==> src/rtl/frame_sequencer_if.sv <==
// Handshake/control bundle between software config, frame_sequencer and its consumers.
// Inputs are driven by the master side; strobes and status come back from the slave.
interface frame_sequencer_if;
    logic       iEnable;
    logic       iWrite;
    logic       iMode;
    logic       iIrq_inhibit;
    logic       iIrq_ack;
    logic       oQuarter_frame;
    logic       oHalf_frame;
    logic       oIrq;
    logic [2:0] oStep;

    modport master (
        output iEnable,
        output iWrite,
        output iMode,
        output iIrq_inhibit,
        output iIrq_ack,
        input  oQuarter_frame,
        input  oHalf_frame,
        input  oIrq,
        input  oStep
    );

    modport slave (
        input  iEnable,
        input  iWrite,
        input  iMode,
        input  iIrq_inhibit,
        input  iIrq_ack,
        output oQuarter_frame,
        output oHalf_frame,
        output oIrq,
        output oStep
    );
endinterface

==> src/rtl/frame_sequencer.sv <==
// Audio frame sequencer: divides clk into frame steps and emits quarter/half
// frame strobes plus a sticky frame IRQ, in 4-step or 5-step mode.
module frame_sequencer #(
    parameter int STEP_CYCLES = 7457,
    parameter int CNT_W       = $clog2(STEP_CYCLES)
) (
    input  logic             clk,
    input  logic             iReset_n,
    frame_sequencer_if.slave bus
);
    localparam logic [CNT_W-1:0] CNT_LAST = CNT_W'(STEP_CYCLES - 1);

    logic [CNT_W-1:0] cnt_q, cnt_d;
    logic [2:0]       step_q, step_d;
    logic             mode_q, mode_d;
    logic             inh_q, inh_d;
    logic             irq_q, irq_d;
    logic             qf_q, qf_d;
    logic             hf_q, hf_d;
    logic [2:0]       step_last;
    logic             tick;

    assign step_last = mode_q ? 3'd4 : 3'd3;
    assign tick      = bus.iEnable && (cnt_q == CNT_LAST);

    always_comb begin
        cnt_d  = cnt_q;
        step_d = step_q;
        mode_d = mode_q;
        inh_d  = inh_q;
        irq_d  = irq_q & ~bus.iIrq_ack;
        qf_d   = 1'b0;
        hf_d   = 1'b0;
        if (bus.iWrite) begin
            // A write restarts the frame and swallows a coincident tick.
            mode_d = bus.iMode;
            inh_d  = bus.iIrq_inhibit;
            cnt_d  = '0;
            step_d = 3'd0;
            if (bus.iIrq_inhibit)
                irq_d = 1'b0;
            qf_d = bus.iMode;
            hf_d = bus.iMode;
        end else if (tick) begin
            cnt_d  = '0;
            step_d = (step_q >= step_last) ? 3'd0 : step_q + 3'd1;
            unique case (1'b1)
                step_q == 3'd0: qf_d = 1'b1;
                step_q == 3'd1: begin
                    qf_d = 1'b1;
                    hf_d = 1'b1;
                end
                step_q == 3'd2: qf_d = 1'b1;
                step_q == 3'd3: begin
                    qf_d = ~mode_q;
                    hf_d = ~mode_q;
                    if (!mode_q && !inh_q)
                        irq_d = 1'b1;
                end
                default: begin
                    qf_d = mode_q;
                    hf_d = mode_q;
                end
            endcase
        end else if (bus.iEnable) begin
            cnt_d = cnt_q + CNT_W'(1);
        end
    end

    always_ff @(posedge clk) begin
        if (!iReset_n) begin
            cnt_q  <= '0;
            step_q <= 3'd0;
            mode_q <= 1'b0;
            inh_q  <= 1'b0;
            irq_q  <= 1'b0;
            qf_q   <= 1'b0;
            hf_q   <= 1'b0;
        end else begin
            cnt_q  <= cnt_d;
            step_q <= step_d;
            mode_q <= mode_d;
            inh_q  <= inh_d;
            irq_q  <= irq_d;
            qf_q   <= qf_d;
            hf_q   <= hf_d;
        end
    end

    assign bus.oQuarter_frame = qf_q;
    assign bus.oHalf_frame    = hf_q;
    assign bus.oIrq           = irq_q;
    assign bus.oStep          = step_q;
endmodule

==> src/flat_wrapper.sv <==
// flat-port wrapper written by rule: the top's interface ports become plain ports
module frame_sequencer_flat 
#(
    parameter int STEP_CYCLES = 7457,
    parameter int CNT_W       = $clog2(STEP_CYCLES)
)
  (clk, iReset_n, bus_iEnable, bus_iWrite, bus_iMode, bus_iIrq_inhibit, bus_iIrq_ack, bus_oQuarter_frame, bus_oHalf_frame, bus_oIrq, bus_oStep);
  frame_sequencer_if bus_i ();
  input  logic clk;
  input  logic iReset_n;
  input wire logic [$bits(bus_i.iEnable)-1:0] bus_iEnable;
  input wire logic [$bits(bus_i.iWrite)-1:0] bus_iWrite;
  input wire logic [$bits(bus_i.iMode)-1:0] bus_iMode;
  input wire logic [$bits(bus_i.iIrq_inhibit)-1:0] bus_iIrq_inhibit;
  input wire logic [$bits(bus_i.iIrq_ack)-1:0] bus_iIrq_ack;
  output wire logic [$bits(bus_i.oQuarter_frame)-1:0] bus_oQuarter_frame;
  output wire logic [$bits(bus_i.oHalf_frame)-1:0] bus_oHalf_frame;
  output wire logic [$bits(bus_i.oIrq)-1:0] bus_oIrq;
  output wire logic [$bits(bus_i.oStep)-1:0] bus_oStep;
  assign bus_i.iEnable = bus_iEnable;
  assign bus_i.iWrite = bus_iWrite;
  assign bus_i.iMode = bus_iMode;
  assign bus_i.iIrq_inhibit = bus_iIrq_inhibit;
  assign bus_i.iIrq_ack = bus_iIrq_ack;
  assign bus_oQuarter_frame = bus_i.oQuarter_frame;
  assign bus_oHalf_frame = bus_i.oHalf_frame;
  assign bus_oIrq = bus_i.oIrq;
  assign bus_oStep = bus_i.oStep;
  frame_sequencer #(.STEP_CYCLES(STEP_CYCLES), .CNT_W(CNT_W)) u_core (.clk(clk), .iReset_n(iReset_n), .bus(bus_i));
endmodule
==> config.mk <==
export PLATFORM = sky130hd
export DESIGN_NAME = frame_sequencer_flat
export DESIGN_NICKNAME = d
export VERILOG_FILES = /design/src/rtl/frame_sequencer_if.sv /design/src/rtl/frame_sequencer.sv /design/src/flat_wrapper.sv
export SDC_FILE = /design/constraint.sdc
export NUM_CORES = 1
export LEC_CHECK = 0
export ABC_CLOCK_PERIOD_IN_PS = 6900
export BUFFER_PORTS_ARGS = -buffer_cell sky130_fd_sc_hd__buf_4
export CAP_MARGIN = 10
export CORE_AREA = 3 3 48 50
export DETAILED_ROUTE_END_ITERATION = 7
export DIE_AREA = 0 0 51 53
export HOLD_SLACK_MARGIN = 0.06
export PLACE_DENSITY_LB_ADDON = 0.12
export SLEW_MARGIN = 40
export SYNTH_ARGS = -nofsm -noshare
export SYNTH_HDL_FRONTEND = slang
export SYNTH_SLANG_ARGS = --single-unit
==> constraint.sdc <==
create_clock -name clk -period 6.9 [get_ports clk]
set_clock_uncertainty 0.2 [all_clocks]
set_input_delay 1.38 -clock clk [delete_from_list [all_inputs] [get_ports clk]]
set_output_delay 1.38 -clock clk [all_outputs]
set_load 0.01 [all_outputs]
## After elaboration in Yosys (flattened, before gate mapping)

Cells that the tools add are included.

- Register bits after elaboration: 21
- Output and inout port bits: 6
- Logic and storage cells: 40

- $add $sub $neg: 2
- $lt $le $gt $ge: 1
- Equal/unequal tests: 4
- Mux-type cells: 13
- Bitwise gates (word level): 4
- Reductions and logical operators: 9

Operators by type and width:

| cell | number |
|---|---|
| adder 13 x 1 -> 13 bit (second input constant) | 1 |
| == test 13 bit (second input constant) | 1 |
| two-way mux 1 bit | 9 |
| == test 3 x 2 -> 1 bit (second input constant) | 2 |
| two-way mux 3 bit | 2 |
| OR reduction 3 bit | 2 |
| OR reduction 2 bit | 2 |
| adder 3 x 1 -> 3 bit (second input constant) | 1 |
| == test 3 x 1 -> 1 bit (second input constant) | 1 |
| greater-or-equal comparator 3 bit | 1 |
| logical NOT 3 bit | 1 |
| inverter 1 bit | 3 |
| case mux 1 bit (3 select lines) | 1 |
| logical AND 1 bit | 2 |
| logical NOT 1 bit | 2 |
| case mux 1 bit (2 select lines) | 1 |
| AND 1 bit | 1 |

## Longest topological paths before layout

- Word-level depth: 6
- Depth in mapped cells: 8
- Mapped depth without buffers: 6

## Worst setup path after synthesis

No wires, ideal clock.

- Kind: input port to flip-flop
- From: in bus_iEnable
- To: reg u_core.step_q[1] (netlist: u_core.bus.oStep[1])
- Library setup time: 0.088 ns
- Arrival: 2.928 ns
- Setup slack: 3.684 ns
- Stages on the path: 6
- Cell sequence: clkbuf_1 > nand4b_1 > or4_1 > buf_2 > or3b_4 > o32ai_2

- Word-level cells in the longest chain between the ends: 1

RTL lines:

| element | RTL line | RTL |
|---|---|---|
| from (decl) | flat_wrapper.sv:11 | `input wire logic [$bits(bus_i.iEnable)-1:0] bus_iEnable;` |
| logical AND 1 bit | frame_sequencer.sv:24 | `assign tick = bus.iEnable && (cnt_q == CNT_LAST);` |
| to (signal assigned) | frame_sequencer.sv:81 | `step_q <= step_d;` |
| to (decl) | frame_sequencer.sv:14 | `logic [2:0] step_q, step_d;` |

No other way between the ends.
A chain may end at the register's enable or synchronous reset.

## Worst setup path after layout

- From: in bus_iEnable
- To: reg u_core.step_q[2] (netlist: u_core.bus.oStep[2])

Same word-level chain as after synthesis.

==> impl_metrics.env <==
export IMPL_overflow=0
export IMPL_worst_setup_path_type="in -> reg"
export IMPL_cts_root_buf="clkbuf_4"
export IMPL_dieArea_mm2=0.002703
export IMPL_ys_warnings_count=0
export IMPL_postCtsSetupBuffers=0
export IMPL_final_period_utilization_pct=41.05
export IMPL_numCtsBuffers=3
export IMPL_synth_top_cell_by_area="dfxtp_1"
export IMPL_grt_met3_usage_pct=3.662
export IMPL_critPathArrivalTime_ns=2.81
export IMPL_drv_slew=0
export IMPL_synthesis_area_per_instance_um2=9.107
export IMPL_netlist_cell_type_count=33
export IMPL_max_cap_violations=0
export IMPL_cellPowerDensity_mw_per_mm2=156.9
export IMPL_area_sequential_um2=420.4
export IMPL_worst_setup_path_start_kind="input port"
export IMPL_leakagePower_nw=0.4683
export IMPL_drc=0
export IMPL_synth_xor_xnor_area_share_pct=8.671
export IMPL_synth_top_family_by_area="simple AND/OR/NAND/NOR gates"
export IMPL_synth_top_cell_area_share_pct=37.84
export IMPL_routed_wl_um=1907
export IMPL_seq_area_frac_synth_pct=37.84
export IMPL_multiInputGateArea_um2=643.1
export IMPL_postSynthRegisterBits=21
export IMPL_final_util_pct=64.11
export IMPL_wl_per_cell_um=11.84
export IMPL_critical_path_peak_fanout=15
export IMPL_timing_worst_slew_pin_value_ns=0.5112
export IMPL_floorplan_row_count=16
export IMPL_ioPinCount=13
export IMPL_detailedPlacementHpwl_um=1481
export IMPL_layout_drive_gt1_share_pct=14.93
export IMPL_worstSetupEndpointType="flip-flop"
export IMPL_ant_nets=0
export IMPL_cts_repair_resized=0
export IMPL_ys_flop_type="dfxtp_1"
export IMPL_vias_per_cell=5.522
export IMPL_post_synth_fa_ha_maj_area_fraction_pct=11.26
export IMPL_worst_setup_hold_path_clk_slew_ns=0.12
export IMPL_post_synth_most_frequent_cells="dfxtp_1, nor2_1, ha_1, inv_1"
export IMPL_cts_buffer_depth=2
export IMPL_netlist_area_before_placement_mm2=0.001111
export IMPL_timing_max_slew_rel_slack_pct=65.84
export IMPL_globalRouteTotalUtil_pct=15.93
export IMPL_globalRouteMet2Util_pct=28.76
export IMPL_number_of_antenna_violations_at_the_first_check_in_global_routing=0
export IMPL_synth_nets=139
export IMPL_place_port_buffers=12
export IMPL_h_tree_depth=1
export IMPL_detail_route_first_pass_iterations=4
export IMPL_syn2layout_area_growth_pct=12.05
export IMPL_maxClockFrequency_mhz=353.1
export IMPL_floorplan_core_area_mm2=0.001942
export IMPL_cell_with_the_most_instances_after_synthesis="dfxtp_1"
export IMPL_synth_area_leaders="dfxtp_1, ha_1, nor2_1, xnor2_1, xor2_1"
export IMPL_status="finished clean"
export IMPL_synthArstFlopShare_pct=0
export IMPL_synth_area_mux_share_pct=1.802
export IMPL_final_net_count=152
export IMPL_die_height_um=53
export IMPL_number_of_enable_flip_flop_cells_after_synthesis=0
export IMPL_clock_sink_count=21
export IMPL_synth_simple_gate_area_share_pct=25.23
export IMPL_synth_compound_area_share_pct=10.92
export IMPL_final_setup_tns_ns=0
export IMPL_routabilityCongestion=0.8465
export IMPL_min_period_ns=2.832
export IMPL_grt_pass1_vias=793
export IMPL_postSynthCellCount=122
export IMPL_power_ir_vdd_worst_mv=0.1040
export IMPL_finalSetupViolations=0
export IMPL_initial_core_util_pct=57.22
export IMPL_cp_data_required_time_ns=6.87
export IMPL_most_used_routing_layer_in_global_routing="met2"
export IMPL_hold_path_class="reg -> reg"
export IMPL_wire_length_of_the_first_global_routing_pass_um=3194
export IMPL_vias=889
export IMPL_final_hold_viol_count=0
export IMPL_cts_tree="done"
export IMPL_num_fill_cells=172
export IMPL_cts_hold_repair_buffers=0
export IMPL_antenna_cells=0
export IMPL_grt_setup_unrepaired="no"
export IMPL_worst_skew_pair_late_latency_ns=0.30
export IMPL_die_x_um=51
export IMPL_grt_start_max_net_pins=16
export IMPL_met1_usage_pct=16.44
export IMPL_drt_initial_drc_count=15
-- report_power, final --
part / internal, mW / switching [mW]
Combinational: 0.00630 / 0.00659
Sequential: 0.123 / 0.00115
Clock: 0.0216 / 0.0370
-- kinds of logic (layout without fill, tap and decap cells) --
kind of cell | after synthesis | in the layout
fa+ha+maj | 10 | 10
mux | 2 | 2
flops | 21 | 21
simple gates | 51 | 51
xor+xnor | 11 | 11
buf+inv | 12 | 24
compound gates | 15 | 15
-- layout by cell type (no fill, tap or decap), types with 2 or more instances in the layout --
| cell type | netlist | layout |
|---|---|---|
| a21oi_1 | 3 | 3 |
| buf_4 | 0 | 12 |
| mux2i_1 | 2 | 2 |
| nor4_1 | 2 | 2 |
| nand4_1 | 5 | 5 |
| nor2_1 | 14 | 14 |
| nor3_1 | 2 | 2 |
| nand3_1 | 4 | 4 |
| xor2_1 | 5 | 5 |
| nor2b_1 | 5 | 5 |
| inv_1 | 8 | 8 |
| clkbuf_4 | 0 | 3 |
| o21ai_0 | 4 | 4 |
| dfxtp_1 | 21 | 21 |
| xnor2_1 | 6 | 6 |
| or4_1 | 2 | 2 |
| ha_1 | 10 | 10 |
| nand2b_1 | 2 | 2 |
| and4_1 | 2 | 2 |
| nand2_1 | 6 | 6 |
| and2_1 | 2 | 2 |
| o32ai_2 | 2 | 2 |
-- routing by layer --
| metal | vias to the layer above | wire (um) |
|---|---|---|
| met2 | 19 | 974 |
| met5 | - | 0 |
| met4 | 0 | 44 |
| met3 | 8 | 59 |
| met1 | 411 | 829 |
| li1 | 451 | - |
-- flip-flops by register name (all words and copies together) (netlist names) --
name	count
u_core.cnt_q	13
u_core.bus.oStep	3
u_core.bus.oHalf_frame	1
u_core.bus.oIrq	1
u_core.bus.oQuarter_frame	1
u_core.inh_q	1
u_core.mode_q	1
-- worst paths after layout --
kind / startpoint / end / slack, ns / cells after the start
setup / recovery: bus_iEnable / u_core.bus.oStep[2] / 4.07 / 5
hold / removal: u_core.cnt_q[11] / u_core.cnt_q[11] / 0.34 / 2
setup reg to reg: u_core.cnt_q[9] / u_core.bus.oStep[2] / 4.53 / 4
hold reg to reg: u_core.cnt_q[11] / u_core.cnt_q[11] / 0.34 / 2
-- critical path: stages --
cell and delay [ns]:
buf_4 0.13, nand4b_1 0.09, or4_1 0.61, nand2_1 0.44
o32ai_2 0.15
-- layout make-up --
type                       instances  area share [%]
tap                               27           2.714
sequential                        21           33.77
inverter                           8           2.412
multi-input combinational         89           51.66
clock buffer                       3           1.809
timing repair buffer              12           7.236
clock inverter                     1          0.4020
-- metrics by stage --
stage	setup slack (ns)	power, mW	cells	area [um2]	hold WS (ns)
2_1_floorplan	3.684	0.1347	122	1111	0.2838
3_3_place_gp	3.767	0.1393	157	1217	0.3037
3_5_place_dp	3.730	0.1396	157	1217	0.3165
4_1_cts	4.062	0.1971	161	1245	0.3364
5_1_grt	3.927	0.2043	161	1245	0.3611
6_report	4.068	0.1954	161	1245	0.3369
No activity file was read; power rests on OpenSTA's default activity.
